File: src/rtl/adder_operand_loader.sv
// Operand loader for the wide adder stage: packs a narrow word stream into
// two wide operands plus carry-in and presents them as a single transaction
// over a valid/ready handshake.
//
// state | meaning
// ------+---------------------------------------------------------------
// S_A   | collecting operand A words, least-significant word first
// S_B   | collecting operand B words; final beat also captures carry-in
// S_OUT | transaction complete and held stable until the consumer accepts
module adder_operand_loader #(
    parameter int OP_W   = 100,
    parameter int WORD_W = 25
) (
    input  logic              clk,
    input  logic              rst_n,
    input  logic              clr,
    input  logic              in_valid,
    output logic              in_ready,
    input  logic [WORD_W-1:0] in_data,
    input  logic              in_cin,
    output logic              op_valid,
    input  logic              op_ready,
    output logic [OP_W-1:0]   op_a,
    output logic [OP_W-1:0]   op_b,
    output logic              op_cin,
    output logic              busy
);

    localparam int BEATS = OP_W / WORD_W;
    localparam int CNT_W = (BEATS > 1) ? $clog2(BEATS) : 1;

    // Operands are built from whole words only; a partial top word is rejected.
    if ((OP_W % WORD_W) != 0) begin : g_width_check
        $error("adder_operand_loader: OP_W must be an exact multiple of WORD_W");
    end

    typedef enum logic [1:0] {
        S_A   = 2'd0,
        S_B   = 2'd1,
        S_OUT = 2'd2
    } state_t;

    state_t           state;
    state_t           state_nxt;
    logic [CNT_W-1:0] beat_cnt;
    logic [CNT_W-1:0] cnt_nxt;
    logic             accept;
    logic             handoff;
    logic             last_beat;

    // Next-state, beat counter and handshake outputs; clr overrides everything.
    always_comb begin
        state_nxt = state;
        cnt_nxt   = beat_cnt;
        in_ready  = rst_n && (state != S_OUT);
        op_valid  = (state == S_OUT);
        accept    = in_valid && in_ready;
        handoff   = op_valid && op_ready;
        last_beat = (beat_cnt == CNT_W'(BEATS - 1));

        case (state)
            S_A: begin
                if (accept) begin
                    if (last_beat) begin
                        cnt_nxt   = '0;
                        state_nxt = S_B;
                    end else begin
                        cnt_nxt = beat_cnt + 1'b1;
                    end
                end
            end
            S_B: begin
                if (accept) begin
                    if (last_beat) begin
                        cnt_nxt   = '0;
                        state_nxt = S_OUT;
                    end else begin
                        cnt_nxt = beat_cnt + 1'b1;
                    end
                end
            end
            S_OUT: begin
                if (handoff) begin
                    cnt_nxt   = '0;
                    state_nxt = S_A;
                end
            end
            default: begin
                cnt_nxt   = '0;
                state_nxt = S_A;
            end
        endcase

        if (clr) begin
            cnt_nxt   = '0;
            state_nxt = S_A;
        end
    end

    // State register; reset and clr both wipe the FSM and the counter.
    always_ff @(posedge clk) begin
        if (!rst_n || clr) begin
            state    <= S_A;
            beat_cnt <= '0;
        end else begin
            state    <= state_nxt;
            beat_cnt <= cnt_nxt;
        end
    end

    // Operand packing and busy flag; operands persist after handoff.
    always_ff @(posedge clk) begin
        if (!rst_n || clr) begin
            op_a   <= '0;
            op_b   <= '0;
            op_cin <= 1'b0;
            busy   <= 1'b0;
        end else begin
            if (accept && (state == S_A)) begin
                busy <= 1'b1;
                for (int k = 0; k < BEATS; k++) begin
                    if (beat_cnt == CNT_W'(k)) begin
                        op_a[k*WORD_W +: WORD_W] <= in_data;
                    end
                end
            end
            if (accept && (state == S_B)) begin
                for (int k = 0; k < BEATS; k++) begin
                    if (beat_cnt == CNT_W'(k)) begin
                        op_b[k*WORD_W +: WORD_W] <= in_data;
                    end
                end
                if (last_beat) begin
                    op_cin <= in_cin;
                end
            end
            if (handoff) begin
                busy <= 1'b0;
            end
        end
    end

endmodule

File: config.mk
export PLATFORM = sky130hd
export DESIGN_NAME = adder_operand_loader
export DESIGN_NICKNAME = d
export VERILOG_FILES = /design/src/rtl/adder_operand_loader.sv
export SDC_FILE = /design/constraint.sdc
export NUM_CORES = 1
export LEC_CHECK = 0
export BUFFER_PORTS_ARGS = -buffer_cell sky130_fd_sc_hd__buf_2
export CAP_MARGIN = 20
export CORE_MARGIN = 1.5
export CORE_UTILIZATION = 46
export DETAILED_ROUTE_END_ITERATION = 6
export GPL_TIMING_DRIVEN = 0
export PLACE_DENSITY_LB_ADDON = 0.3
export SETUP_SLACK_MARGIN = 0.3
export SLEW_MARGIN = 20
export SYNTH_ARGS = -nofsm -noshare
export SYNTH_HDL_FRONTEND = slang
export SYNTH_SLANG_ARGS = --single-unit
File: constraint.sdc
create_clock -name clk -period 1.41 [get_ports clk]
set_input_delay 0.0705 -clock clk [delete_from_list [all_inputs] [get_ports clk]]
set_output_delay 0.0705 -clock clk [all_outputs]
set_load 0.02 [all_outputs]
==> metrics.txt, run 1 <==
DR DRC count 0; P per Cell Area 1124 nW/um^2; drt total wl 22,960 microns; Peak supply drop 1.212 mV; # placed instances 1,168; relative slew slack 59.64%; largest net degree at the start of global routing 15; Final Non-Filler Cells 1,248; drt pass-1 iters 4; run status finished, violations left; final clock skew 0.006465 ns; Slowest-stage cell, CP dfxtp_2; Core Util, Final 68.20%; # diodes 0; total die area 17,300 sq um; setup slack after layout -0.05517 ns; NumNets Final 1,052; leading cell type in the layout, fill and taps excluded nand2_1; CTS tree yes; worst-path cell chain buf_6 > nor2_4 > buf_6 > nand4_4 > buf_6 > buf_12 > buf_16 > mux2i_1; Top Ports 235; Startpoint Class register; Max Root-Sink Buffers 3; Die Y 131.5 microns; CP top delay family buffers and inverters; failing checks setup timing; met1 global-route usage 31.89%; Wirelength per Cell 18.40 microns; DR vias 6,278; first-pass GRT wire length 34,680 microns; initial detailed-routing violation count 271; critical path type register to register; Worst Path Arrival 1.83 ns; Die Wd 131.5 microns; Slew Limit Fails 0; Seq/Total Area, Yosys 54.27%; most frequent cells in the layout 227 x nand2_1, 201 x mux2i_1, 194 x dfxtp_1, 186 x buf_2, 69 x buf_4; antenna viol nets, final 0; met3 global-route usage 4.823%; Yosys top cell by area dfxtp_1; I/O Buffers 234; Mapped Cells 718; number of distinct library cells after synthesis 29; root buffer cell clkbuf_16; Initial Util 47.49%; Tmin final 1.465 ns; Hold Path Class primary input to register; RSZ-0062 raised after global routing true; Yosys top cell area share 54.27%; P&R area growth vs syn 43.60%; number of CTS-inserted buffers 22; initial antenna violation count 0; post-DP HPWL 15,000 microns; power consumption 12.27 mW; met2 Usage GRT 43.10%; busiest grt layer met2; clk sink count 206; routed vias/inst 5.030; Worst Tran Pin Value 0.6054 ns; Crit path top cell by count buf_6; syn avg cell area 10.58 sq um; Post-Synthesis Cell Area 7599 sq um; grt ovf 0; Place WS -0.3509 ns; Register-to-Register Path Depth 8; CP Capture Type register; H-tree depth 1; Placer Congestion 0.8190; Critical Path RT 1.78 ns; global-route usage over all layers 25.32%; YS warnings 0; final hold vios 0; fmax 0.6825 GHz; layout cell share with drive strength beyond 1 36.43%; critical path's largest stage delay 0.32 ns; Clock Pin Slew Worst Setup and Hold Paths 0.06 ns; final setup fails 18; core area 16,000 sq um; max-capacitance violation count 0; num rows 46; Mapped Nets 753; WHS Path Cells 3; Crit Path Max Fanout 7; number of global-route vias before repair 6,150; Yosys reg bits 206; Buf/Inv on CP 5; WP depth 8; Leakage 5.852 nW; Worst-Skew Late Latency 0.50 ns; ranking of synthesized cells by area dfxtp_1 54%, mux2i_1 26%, nand2_1 11%; Final Cycle Share 103.9%
[Yosys cell counts, drive strengths merged]
| cell type | count |
|---|---|
| nand2 | 229 |
| dfxtp | 206 |
| mux2i | 201 |
| buf | 39 |
| clkbuf | 6 |
| nand3 | 5 |
| a21oi | 4 |
| ha | 4 |
| inv | 4 |
| nor2b | 4 |
| nand4 | 2 |
| a2111oi | 1 |
| a31oi | 1 |
| and2 | 1 |
| and2b | 1 |
| and3 | 1 |
| nand2b | 1 |
| nand3b | 1 |
| nor2 | 1 |
| nor3 | 1 |
| nor3b | 1 |
| o21ai | 1 |
| or3 | 1 |
| or4b | 1 |
| xnor2 | 1 |
[state kept, by name, indices dropped and copies added (netlist names)]
| signal | flops |
|---|---|
| op_cin | 1 |
| op_a | 100 |
| op_b | 100 |
| state | 2 |
| beat_cnt | 2 |
| busy | 1 |
[kinds of logic after synthesis]
kind of cell               after synthesis  share of synthesized area [%]
DFF                                    206                          54.27
muxes                                  201                          26.48
adders and majority gates                4                         0.6587
and+or+nand+nor                        250                          13.83
buffers and inverters                   49                          4.116
AOI/OAI and AO/OA                        7                         0.5269
xor gates and xnor gates                 1                         0.1153
[path summary, 6_finish.rpt]
kind,startpoint,end,slack [ns]
hold / removal,in_data[7],op_a[57],0.03
hold reg to reg,op_a[27],op_a[27],0.45
setup / recovery,state[1],op_a[87],-0.06
setup reg to reg,state[1],op_a[87],-0.06
[where the power goes]
part | total [mW] | switching, mW | internal [mW]
Sequential | 5.85 | 0.0137 | 5.84
Clock | 5.90 | 2.33 | 3.56
Combinational | 0.520 | 0.341 | 0.179
[per-stage QoR]
| step | setup TNS (ns) | cell area, sq um | hold WS, ns |
|---|---|---|---|
| 3_3_place_gp | -39.18 | 9146 | 0.2938 |
| 4_1_cts | -0.1005 | 10600 | 0.02698 |
| 2_1_floorplan | 0 | 7705 | 0.1827 |
| 6_report | -0.4038 | 10910 | 0.03320 |
| 3_5_place_dp | -41.66 | 9146 | 0.3011 |
| 5_1_grt | -2.799 | 10910 | 0.04504 |
[layout make-up]
cell class | instances | area [sq um]
plain buffers | 45 | 496.7
clock buffers | 30 | 641.9
clock inverters | 9 | 106.4
fillers | 1242 | 5089
inverters | 4 | 17.52
multi-input cells | 463 | 3277
flip-flops and latches | 206 | 4144
well taps | 216 | 270.3
repair buffers | 275 | 1958
[worst reg2reg max path, delay by kind of cell (launching register included)]
family / cells / cell delay (ns)
buffers and inverters: 5 / 0.67
and+or+nand+nor: 2 / 0.25
DFF: 1 / 0.32
muxes: 1 / 0.11
[what timing repair did]
| action | 4_1_cts | 5_1_grt |
|---|---|---|
| hold buffers | 7 | 0 |
| setup endpoints to repair | 210 | 270 |
| gates resized for setup | 71 | 88 |
| cloned | 5 | 3 |
| hold endpoints to repair | 18 | 0 |
| buffers inserted | 23 | 3 |
| pin swaps | 7 | 2 |
[layer usage]
layer	routed length [microns]	up-vias
li1	-	2995
met1	9877	3044
met2	11020	193
met3	1282	46
met4	774	0
met5	0	-
(Power assumes the default switching activity.)
==> inputs of run 2 (changes only) <==
--- a/config.mk
+++ b/config.mk
@@ -11,7 +11,7 @@
 export CORE_UTILIZATION = 46
 export DETAILED_ROUTE_END_ITERATION = 6
 export GPL_TIMING_DRIVEN = 0
-export PLACE_DENSITY_LB_ADDON = 0.3
+export PLACE_DENSITY = 0.76
 export SETUP_SLACK_MARGIN = 0.3
 export SLEW_MARGIN = 20
 export SYNTH_ARGS = -nofsm -noshare
==> run 2 against run 1 <==
Net effect:
- the run still ends with setup timing left
- sequential cell count stayed put
- sequential power hardly changed
- hold slack better by 0.0082 ns
- final area is 0.47% lower
- setup slack better by 0.0087 ns
- clock power is 9.8% lower
- die area stayed put
- combinational power is 4.2% higher
- core utilization is 0.32 points lower
- via count is 0.56% higher
- critical path type unchanged
- largest power group is now sequential cells
==> metrics.txt, run 2 (synthesized netlist as in run 1, its figures left out) <==
run status finished, violations left; failing checks setup timing; Worst Tran Pin Value 0.5475 ns; I/O Buffers 234; number of CTS-inserted buffers 21; drt pass-1 iters 4; DR DRC count 0; relative slew slack 63.50%; CTS tree yes; final clock skew 0.009990 ns; initial detailed-routing violation count 229; Fin Setup TNS -0.2455 ns; P&R area growth vs syn 42.93%; # placed instances 1,168; leading cell type in the layout, fill and taps excluded nand2_1; # diodes 0; layout cell share with drive strength beyond 1 36.09%; initial antenna violation count 0; final setup fails 18; Final Hold Slack 0.04141 ns; dpl cell area 9146 sq um; Register-to-Register Path Depth 5; post-DP HPWL 14,980 microns; setup slack after layout -0.04647 ns; max-capacitance violation count 0; Core Util, Final 67.88%; Final Cycle Share 103.3%; clk sink count 206; RSZ-0062 raised after global routing true; Max Root-Sink Buffers 3; Die Y 131.5 microns; Wirelength per Cell 18.31 microns; power consumption 11.71 mW; total die area 17,300 sq um; critical path type register to register; Top Ports 235; FILL cells 1,279; Final Non-Filler Cells 1,255; Crit Path Max Fanout 5; antenna viol nets, final 0; drt total wl 22,990 microns; Leakage 5.885 nW; Startpoint Class register; Seq pwr share 50.0%; Int Pwr 9.133 mW; final hold vios 0; P per Cell Area 1078 nW/um^2; grt ovf 0; number of global-route vias before repair 6,054; Die Wd 131.5 microns; core area 16,000 sq um; Hold Path Class primary input to register; H-tree depth 1; fmax 0.6866 GHz; Peak supply drop 0.8257 mV; Critical Path RT 1.81 ns; Place WS -0.3894 ns; biggest regs op_a (100), op_b (100); Initial Util 47.49%; most frequent cells in the layout 228 x nand2_1, 226 x buf_2, 202 x dfxtp_1, 200 x mux2i_1, 30 x buf_4; WHS Path Cells 3; clock network fraction of total power 45.4%; root buffer cell clkbuf_16; Psw 2.577 mW; Tmin final 1.456 ns; Final Cell Area 10,860 sq um; Worst-Skew Late Latency 0.49 ns; routed vias/inst 5.030; first-pass GRT wire length 34,410 microns; Placer Congestion 0.8296; Sw Ratio 22.01%; Clock Pin Slew Worst Setup and Hold Paths 0.06 ns; CP Capture Type register; largest net degree at the start of global routing 14; Comb power frac 4.6%; DR vias 6,313; num rows 46; Slew Limit Fails 0; NumNets Final 1,062; global-route usage over all layers 25.12%; Worst Path Arrival 1.86 ns
-- run 2: path summary, 6_finish.rpt --
check | from | end | slack, ns
setup / recovery | state[1] | beat_cnt[0] | -0.05
hold / removal | in_data[24] | op_b[99] | 0.04
setup reg to reg | state[1] | beat_cnt[0] | -0.05
hold reg to reg | op_a[14] | op_a[14] | 0.45
-- run 2: area by class of cell --
cell class / count / area (sq um) / share of cell area, %
Inverter: 4 / 17.52 / 0.1613
Clock inverter: 2 / 13.76 / 0.1267
Timing Repair Buffer: 286 / 2003 / 18.44
Sequential cell: 206 / 4134 / 38.06
Buffer: 45 / 496.7 / 4.574
Clock buffer: 33 / 640.6 / 5.899
Tap cell: 216 / 270.3 / 2.488
Multi-Input combinational cell: 463 / 3284 / 30.24
-- run 2: worst max-delay path: stages (launching register included) --
cell and delay, ns:
dfxtp_2 0.32, buf_6 0.12, buf_4 0.13, buf_6 0.12, or4b_1 0.51, a31oi_1 0.17
-- run 2: power groups by stage --
stage               logic, mW  registers (mW)  clock network [mW]
global route            0.577            5.85                5.66
finish                  0.542            5.85                5.32
floorplan               0.236            6.01                   0
CTS                     0.534            5.85                5.38
detailed placement      0.452            5.98                   0
global placement        0.449            5.98                   0
-- run 2: what timing repair did --
action	4_1_cts	5_1_grt
resized for setup	73	39
pin swaps	7	6
hold buffers	6	0
cloned	7	1
hold endpoints to repair	11	0
buffers inserted	31	7
setup endpoints to repair	206	230
-- run 2: routing by layer --
metal | global-route usage [%] | share of wire [%]
met1 | 31.88 | 42
met2 | 43.25 | 50
met3 | 4.090 | 4.8
met4 | 8.642 | 2.9
met5 | 0 | 0
